<file path="src/rtl/mem_arb_pkg.sv">
// Shared types for the memory-bus arbiter: sequencer states and bus-owner encoding.
package mem_arb_pkg;

  typedef enum logic [1:0] {
    ST_IDLE = 2'd0,
    ST_REQ  = 2'd1,
    ST_WAIT = 2'd2
  } state_e;

  localparam logic OWNER_FETCH = 1'b0;
  localparam logic OWNER_DATA  = 1'b1;

endpackage

</file>
<file path="src/rtl/mem_arbiter.sv">
// Shares one single-ported memory bus between instruction fetch and load/store, one transaction
// at a time, with round-robin tie-break, pipeline stall output and a response timeout.
module mem_arbiter
  import mem_arb_pkg::*;
#(
  parameter int XLEN    = 32,
  parameter int TIMEOUT = 16
) (
  input  logic              clock,
  input  logic              reset,
  input  logic              if_req,
  input  logic [XLEN-1:0]   if_addr,
  output logic              if_valid,
  output logic [31:0]       if_rdata,
  input  logic              d_req,
  input  logic              d_we,
  input  logic [XLEN-1:0]   d_addr,
  input  logic [XLEN-1:0]   d_wdata,
  input  logic [XLEN/8-1:0] d_wstrb,
  output logic              d_valid,
  output logic [XLEN-1:0]   d_rdata,
  output logic              err,
  output logic              stall,
  output logic              bus_req,
  output logic              bus_we,
  output logic [XLEN-1:0]   bus_addr,
  output logic [XLEN-1:0]   bus_wdata,
  output logic [XLEN/8-1:0] bus_wstrb,
  input  logic              bus_gnt,
  input  logic              bus_rvalid,
  input  logic [XLEN-1:0]   bus_rdata
);

  localparam logic [7:0] TO_LIMIT = 8'(TIMEOUT);

  state_e              r_state;
  state_e              w_state_nxt;
  logic                r_owner;
  logic                r_last;
  logic [7:0]          r_cnt;
  logic                r_bus_we;
  logic [XLEN-1:0]     r_bus_addr;
  logic [XLEN-1:0]     r_bus_wdata;
  logic [XLEN/8-1:0]   r_bus_wstrb;

  logic                w_pick_data;
  logic                w_launch;
  logic                w_resp;
  logic                w_tmo;
  logic                w_done;

  // On a tie the requester that did not complete last wins.
  assign w_pick_data = d_req & (~if_req | (r_last == OWNER_FETCH));
  assign w_launch    = (r_state == ST_IDLE) & (if_req | d_req);
  assign w_resp      = (r_state == ST_WAIT) & bus_rvalid & ~reset;
  assign w_tmo       = (r_state == ST_WAIT) & ~bus_rvalid & (r_cnt == TO_LIMIT) & ~reset;
  assign w_done      = w_resp | w_tmo;

  always_comb begin
    w_state_nxt = r_state;
    case (r_state)
      ST_IDLE: if (if_req | d_req)                  w_state_nxt = ST_REQ;
      ST_REQ:  if (bus_gnt)                         w_state_nxt = ST_WAIT;
      ST_WAIT: if (bus_rvalid || r_cnt == TO_LIMIT) w_state_nxt = ST_IDLE;
      default:                                      w_state_nxt = ST_IDLE;
    endcase
  end

  always_ff @(posedge clock) begin
    if (reset) begin
      r_state     <= ST_IDLE;
      r_owner     <= OWNER_FETCH;
      r_last      <= OWNER_FETCH;
      r_cnt       <= 8'd0;
      r_bus_we    <= 1'b0;
      r_bus_addr  <= '0;
      r_bus_wdata <= '0;
      r_bus_wstrb <= '0;
    end else begin
      r_state <= w_state_nxt;
      if (w_launch) begin
        r_owner <= w_pick_data;
        if (w_pick_data) begin
          r_bus_we    <= d_we;
          r_bus_addr  <= d_addr;
          r_bus_wdata <= d_wdata;
          r_bus_wstrb <= d_wstrb;
        end else begin
          r_bus_we    <= 1'b0;
          r_bus_addr  <= if_addr;
          r_bus_wdata <= '0;
          r_bus_wstrb <= '0;
        end
      end
      // Entry cycle of WAIT sees 0; timeout fires when the count equals TIMEOUT.
      if (r_state == ST_REQ && bus_gnt) r_cnt <= 8'd0;
      else if (r_state == ST_WAIT)      r_cnt <= r_cnt + 8'd1;
      if (w_resp) r_last <= r_owner;
    end
  end

  assign if_valid  = w_done & (r_owner == OWNER_FETCH);
  assign d_valid   = w_done & (r_owner == OWNER_DATA);
  assign err       = w_tmo;
  assign if_rdata  = (w_resp && r_owner == OWNER_FETCH) ? bus_rdata[31:0] : 32'd0;
  assign d_rdata   = (w_resp && r_owner == OWNER_DATA)  ? bus_rdata       : '0;
  assign stall     = (if_req & ~if_valid) | (d_req & ~d_valid);

  assign bus_req   = (r_state == ST_REQ) & ~reset;
  assign bus_we    = r_bus_we & ~reset;
  assign bus_addr  = reset ? '0 : r_bus_addr;
  assign bus_wdata = reset ? '0 : r_bus_wdata;
  assign bus_wstrb = reset ? '0 : r_bus_wstrb;

endmodule
</file>
<file path="config.mk">
export PLATFORM = sky130hd
export DESIGN_NAME = mem_arbiter
export DESIGN_NICKNAME = d
export VERILOG_FILES = /design/src/rtl/mem_arb_pkg.sv /design/src/rtl/mem_arbiter.sv
export SDC_FILE = /design/constraint.sdc
export NUM_CORES = 1
export LEC_CHECK = 0
export ABC_AREA = 0
export CELL_PAD_IN_SITES_DETAIL_PLACEMENT = 1
export CELL_PAD_IN_SITES_GLOBAL_PLACEMENT = 2
export CORE_MARGIN = 2
export CORE_UTILIZATION = 20
export CTS_CLUSTER_SIZE = 12
export DETAILED_ROUTE_END_ITERATION = 10
export PLACE_DENSITY = 0.88
export SETUP_SLACK_MARGIN = 0.05
export SLEW_MARGIN = 0
export SYNTH_ARGS = -nofsm -noshare
export SYNTH_HDL_FRONTEND = slang
export SYNTH_SLANG_ARGS = --single-unit
</file>
<file path="constraint.sdc">
create_clock -name clock -period 1.8 [get_ports clock]
set_input_delay 0.27 -clock clock [delete_from_list [all_inputs] [get_ports clock]]
set_output_delay 0.27 -clock clock [all_outputs]
set_load 0.05 [all_outputs]
</file>
Word level (Yosys, flattened, before mapping)

Cells that the tools add are included.

Output and inout port bits: 138
Register bits: 81

Bitwise operators: 24
$add $sub $neg: 1
Reductions and logical operators: 7
Mux-type cells: 13
Equal/unequal tests: 6

Operators with widths:

| kind                  | count |
|---|---|
| $mux W32              | 6 |
| $and A1 B1 Y1         | 13 |
| $add A8 B1 Y8 const B | 1 |
| $eq A8 B5 Y1 const B  | 1 |
| $mux W4               | 2 |
| $not A1 Y1            | 7 |
| $mux W2               | 3 |
| $pmux W2 S3           | 1 |
| $ne A2 B1 Y1 const B  | 2 |
| $or A1 B1 Y1          | 4 |
| $logic_and A1 B1 Y1   | 3 |
| $reduce_and A3 Y1     | 1 |
| $eq A2 B1 Y1 const B  | 1 |
| $eq A2 B2 Y1 const B  | 1 |
| $logic_not A2 Y1      | 1 |
| $ne A2 B2 Y1 const B  | 1 |
| $reduce_or A2 Y1      | 1 |
| $logic_or A1 B1 Y1    | 1 |
| $mux W1               | 1 |

Depth between registers and ports, before layout

Gate-level depths: netlist (run 1).

Depth in word-level cells: 9
Gate-level depth with buffers: 6
Mapped depth without buffers: 6

Least setup slack after synthesis (run 1)

No wires, ideal clock.

Path kind: register to output
From: register r_cnt[0]
To: output err
Data arrival time: 1.938 ns
Stages on the path, launching flop included: 6
Required time: 1.530 ns
Buffers on the path: 0
Setup slack: -0.408 ns
Cells stage by stage: dfxtp_1 -> inv_1 -> ha_1 -> nor4bb_1 -> nand2_1 -> nor3_1

Cells in the longest elaborated chain, start to end: 3

RTL lines:

| item                       | RTL line          | RTL |
|---|---|---|
| start: declaration         | mem_arbiter.sv:40 | `logic [7:0] r_cnt;` |
| start signal: assignment   | mem_arbiter.sv:97 | `else if (r_state == ST_WAIT) r_cnt <= r_cnt + 8'd1;` |
| $eq A8 B5 Y1               | mem_arbiter.sv:56 | `assign w_tmo = (r_state == ST_WAIT) & ~bus_rvalid & (r_cnt == TO_LIMIT) & ~reset;` |
| $and A1 B1 Y1 (2 in a row) | mem_arbiter.sv:56 |  |
| end: declaration           | mem_arbiter.sv:22 | `output logic err,` |

Every way passes these cells.

Worst setup path after layout (run 1)

From: register r_cnt[1]
To: output stall

Cells in the longest elaborated chain, start to end: 8
Elaborated cells on any way between the ends: 11
Those cells by class: 1 x eq/ne; 10 x bitwise

RTL lines:

| item                             | RTL line                               | RTL |
|---|---|---|
| $eq A8 B5 Y1 *                   | mem_arbiter.sv:56                      |  |
| $and A1 B1 Y1 * (2 in a row)     | mem_arbiter.sv:56                      |  |
| $or A1 B1 Y1 *                   | mem_arbiter.sv:57                      | `assign w_done = w_resp \| w_tmo;` |
| $and A1 B1 Y1 (on tied branches) | mem_arbiter.sv:102, mem_arbiter.sv:103 |  |
| $not A1 Y1                       | mem_arbiter.sv:107                     | `assign stall = (if_req & ~if_valid) \| (d_req & ~d_valid);` |
| $and A1 B1 Y1                    | mem_arbiter.sv:107                     |  |
| $or A1 B1 Y1 *                   | mem_arbiter.sv:107                     |  |
| end: declaration                 | mem_arbiter.sv:23                      | `output logic stall,` |

Every way passes the cells marked *; elsewhere a longest branch is shown, timed or not.

==> results.sh, run 1 <==
export IMPL_clkTransAtPathRegs_ns=0.07
export IMPL_combinationalPowerShare_pct=29.0
export IMPL_die_w_um=149.6
export IMPL_grt_setup_unrepaired="yes"
export IMPL_drv_slew=0
export IMPL_root_buffer="clkbuf_16"
export IMPL_synth_warnings=0
export IMPL_initial_core_util_pct=20.30
export IMPL_synth_distinct_cells=39
export IMPL_max_stage_delay_ns=0.33
export IMPL_drive_gt1_share_pct=43.69
export IMPL_rr_startpoint="r_state[0]"
export IMPL_ys_seq_area_share_pct=38.24
export IMPL_pin_count=277
export IMPL_hold_path_endpoint="r_state[1]"
export IMPL_drt_iter0_drc=125
export IMPL_hold_viol_final=0
export IMPL_ant_nets=0
export IMPL_synthTopCellsByCount="81 x dfxtp_1, 70 x nor2b_1, 64 x and2_1"
export IMPL_h_tree_depth=3
export IMPL_timing_slew_headroom_pct=74.97
export IMPL_drc=0
export IMPL_hp_start="reset"
export IMPL_vias=4443
export IMPL_ys_seq_elements=81
export IMPL_cpMaxStageDelayCell="dfxtp_2"
export IMPL_place_ws_ns=-0.1456
export IMPL_power_leakage_nw=3.831
export IMPL_grt_pass1_wl_um=27070
export IMPL_dp_hpwl_um=12720
export IMPL_maxCapViolations=0
export IMPL_overflow=0
export IMPL_max_clock_freq_ghz=0.4861
export IMPL_final_nets=889
export IMPL_crit_path_start_kind="flip-flop"
export IMPL_synth_edff_count=0
export IMPL_internal_power_mw=3.981
export IMPL_rows=53
export IMPL_switching_power_mw=1.725
export IMPL_tns_ns=-13.07
export IMPL_cp_max_fo=3
export IMPL_die_h_um=149.6
export IMPL_antenna_found_initial=0
export IMPL_clkSinkCount=81
export IMPL_area_growth_syn_to_layout_pct=119.9
export IMPL_finalCriticalPeriod_ns=2.057
export IMPL_diodes=0
export IMPL_holdPathStages=2
export IMPL_coreArea_um2=20890
export IMPL_fin_ws_ns=-0.2571
export IMPL_wl_um=17620
export IMPL_wl_per_cell_um=17.14
export IMPL_syn_nets=588
export IMPL_swShare_pct=30.23
export IMPL_rr_worst_depth=6
export IMPL_synth_cells=447
export IMPL_ir_worst_vdd_mv=0.3892
export IMPL_syn_area_um2=4240
export IMPL_status="complete, but fails checks"
export IMPL_syn_avg_cell_area_um2=9.486
export IMPL_dieArea_um2=22380
export IMPL_clkPwrFrac_pct=36.1
export IMPL_io_buffer_count=276
export IMPL_hold_class="in -> reg"
export IMPL_finClkSkew_ns=0.01172
export IMPL_grt_max_degree=59
export IMPL_cp_arrival_ns=1.79
export IMPL_synthArstFlopShare_pct=0
export IMPL_vias_per_cell=4.322
export IMPL_path_delay_family="compound AO/OA/AOI/OAI gates"
export IMPL_end_kind="primary output"
export IMPL_gp_congestion=0.7346
export IMPL_first_pass_iters=4
export IMPL_finalCritPeriodShare_pct=114.3
export IMPL_clock_latency_ns=0.35
export IMPL_synth_most_common_cell="dfxtp_1"
export IMPL_timing_rr_end="r_bus_addr[27]"
export IMPL_seq_power_share_pct=34.8
export IMPL_worst_ep_required_time_ns=1.53
export IMPL_yosysTopAreaCell="dfxtp_1"
export IMPL_critPathBufInv=2
export IMPL_reg2reg_slack_ns=0.24
export IMPL_cts_tree="yes"
export IMPL_synth_top_area_share_pct=38.24
export IMPL_worst_pin_slew_ns=0.3725
export IMPL_numCtsBuffers=9
export IMPL_ys_flop_type="dfxtp_1"
export IMPL_cts_buffer_depth=2
export IMPL_violations="negative setup slack"
export IMPL_powerDensity_nw_per_um2=612.0
export IMPL_ctsHoldBuffers=0
export IMPL_track_usage_pct=15.54
export IMPL_grt_pass1_vias=4785
export IMPL_crit_chain="inv_2 -> ha_4 -> nor4bb_4 -> a21o_4 -> nand2_4 -> o32a_4 -> buf_8"
export IMPL_synth_area_top_cells="dfxtp_1 38%, nor2b_1 10%, and2_1 9.4%"
export IMPL_setup_viol=68
export IMPL_crit_type="reg -> out"
-- area by class of cell --
class	instances	area [µm²]
Multi-Input combinational cell	325	2669
Inverter	3	11.26
Clock buffer	9	225.2
Clock inverter	7	101.3
Fill cell	2196	11570
Sequential cell	81	1625
Timing Repair Buffer	328	4347
Tap cell	275	344.1
-- timing repair --
| action | CTS | global route |
|---|---|---|
| cloned | 5 | 1 |
| resized for setup | 92 | 13 |
| pin swaps | 13 | 15 |
| buffers inserted | 9 | 5 |
| endpoints found under the setup margin | 68 | 68 |
-- state kept, by name, indices dropped and copies added, names as in the netlist --
| register | flops |
|---|---|
| r_bus_addr | 32 |
| r_bus_wdata | 32 |
| r_bus_we | 1 |
| r_bus_wstrb | 4 |
| r_cnt | 8 |
| r_last | 1 |
| r_owner | 1 |
| r_state | 2 |
-- cell families after synthesis --
group           after synthesis  synth area share (%)
xor+xnor                      7                 1.446
compound gates               79                 18.56
mux                          33                 7.790
buf+inv                      41                 5.665
flops                        81                 38.24
fa+ha+maj                     2                0.5901
simple gates                204                 27.71
-- worst reg2reg max path, cell delays in order (launching register included) --
cell      delay (ns)
dfxtp_1         0.33
buf_4           0.16
nor2_2          0.17
o21a_2          0.28
buf_12          0.24
nor2_1          0.11
a211oi_2        0.19
-- how the worst max path moves through the flow --
stage	from	to	slack, ns	cells after the start
final	r_cnt[1]	stall	-0.26	7
after global routing	r_cnt[1]	stall	-0.36	7
after CTS	r_cnt[0]	stall	-0.39	8
after detailed placement	r_cnt[1]	stall	-0.15	8
after global placement	r_cnt[1]	stall	-0.12	8
after floorplan	r_cnt[0]	err	0.003	5
-- layout by cell type, fill, tap and decap left out, types with 2 or more instances in the layout --
cell type	instances
buf_12	114
nor2_1	42
buf_16	3
dfxtp_1	78
clkdlybuf4s50_1	137
a22o_1	37
nor2b_1	67
buf_8	3
nand2_1	3
dfxtp_2	3
nand2_2	2
mux2i_1	33
bufinv_16	2
nor2b_2	2
and2_4	64
a211oi_1	2
nand2b_1	2
buf_6	4
buf_4	66
nand4_1	4
a211oi_2	30
and3_4	2
and3_1	2
inv_6	2
nand2_4	2
clkbuf_16	10
xor2_1	6
inv_2	2
a21oi_1	2
nor3_1	2
-- per-layer routing --
metal / part of all wire (%) / routed length [µm] / global-route usage (%) / vias up
met5: 0 / 0 / 0 / -
met4: 1.2 / 204 / 4.333 / 0
met3: 9.4 / 1656 / 4.939 / 11
met2: 52 / 9183 / 28.28 / 182
met1: 37 / 6577 / 17.34 / 2116
li1: - / - / - / 2134
-- metrics by stage --
| step | util, % | power (mW) | std cells | cell area [µm²] | hold slack [ns] |
|---|---|---|---|---|---|
| after floorplan | - | 2.882 | 447 | 4308 | 0.3913 |
| final | 44.63 | 5.706 | 1028 | 9323 | 0.2205 |
| after global placement | 40.89 | 3.626 | 997 | 8542 | 0.4842 |
| after detailed placement | 40.89 | 3.659 | 997 | 8542 | 0.4979 |
| after CTS | 44.42 | 5.813 | 1026 | 9279 | 0.2097 |
| after global routing | 44.63 | 5.987 | 1028 | 9323 | 0.2159 |
-- power by group through the flow --
stage                     Combinational, mW  Clock [mW]  Sequential, mW
after floorplan                       0.865           0            2.02
after global placement                 1.60           0            2.02
after detailed placement               1.63           0            2.03
after CTS                              1.67        2.15            1.99
after global routing                   1.76        2.22            2.00
final                                  1.66        2.06            1.99
(Power assumes the default switching activity.)
==> inputs of run 2 (changes only) <==
--- a/config.mk
+++ b/config.mk
@@ -12,6 +12,7 @@
 export CORE_UTILIZATION = 20
 export CTS_CLUSTER_SIZE = 12
 export DETAILED_ROUTE_END_ITERATION = 10
+export GPL_ROUTABILITY_DRIVEN = 0
 export PLACE_DENSITY = 0.88
 export SETUP_SLACK_MARGIN = 0.05
 export SLEW_MARGIN = 0
==> results of run 2 <==
The final DEF is identical to that of run 1; final timing and power are the same.
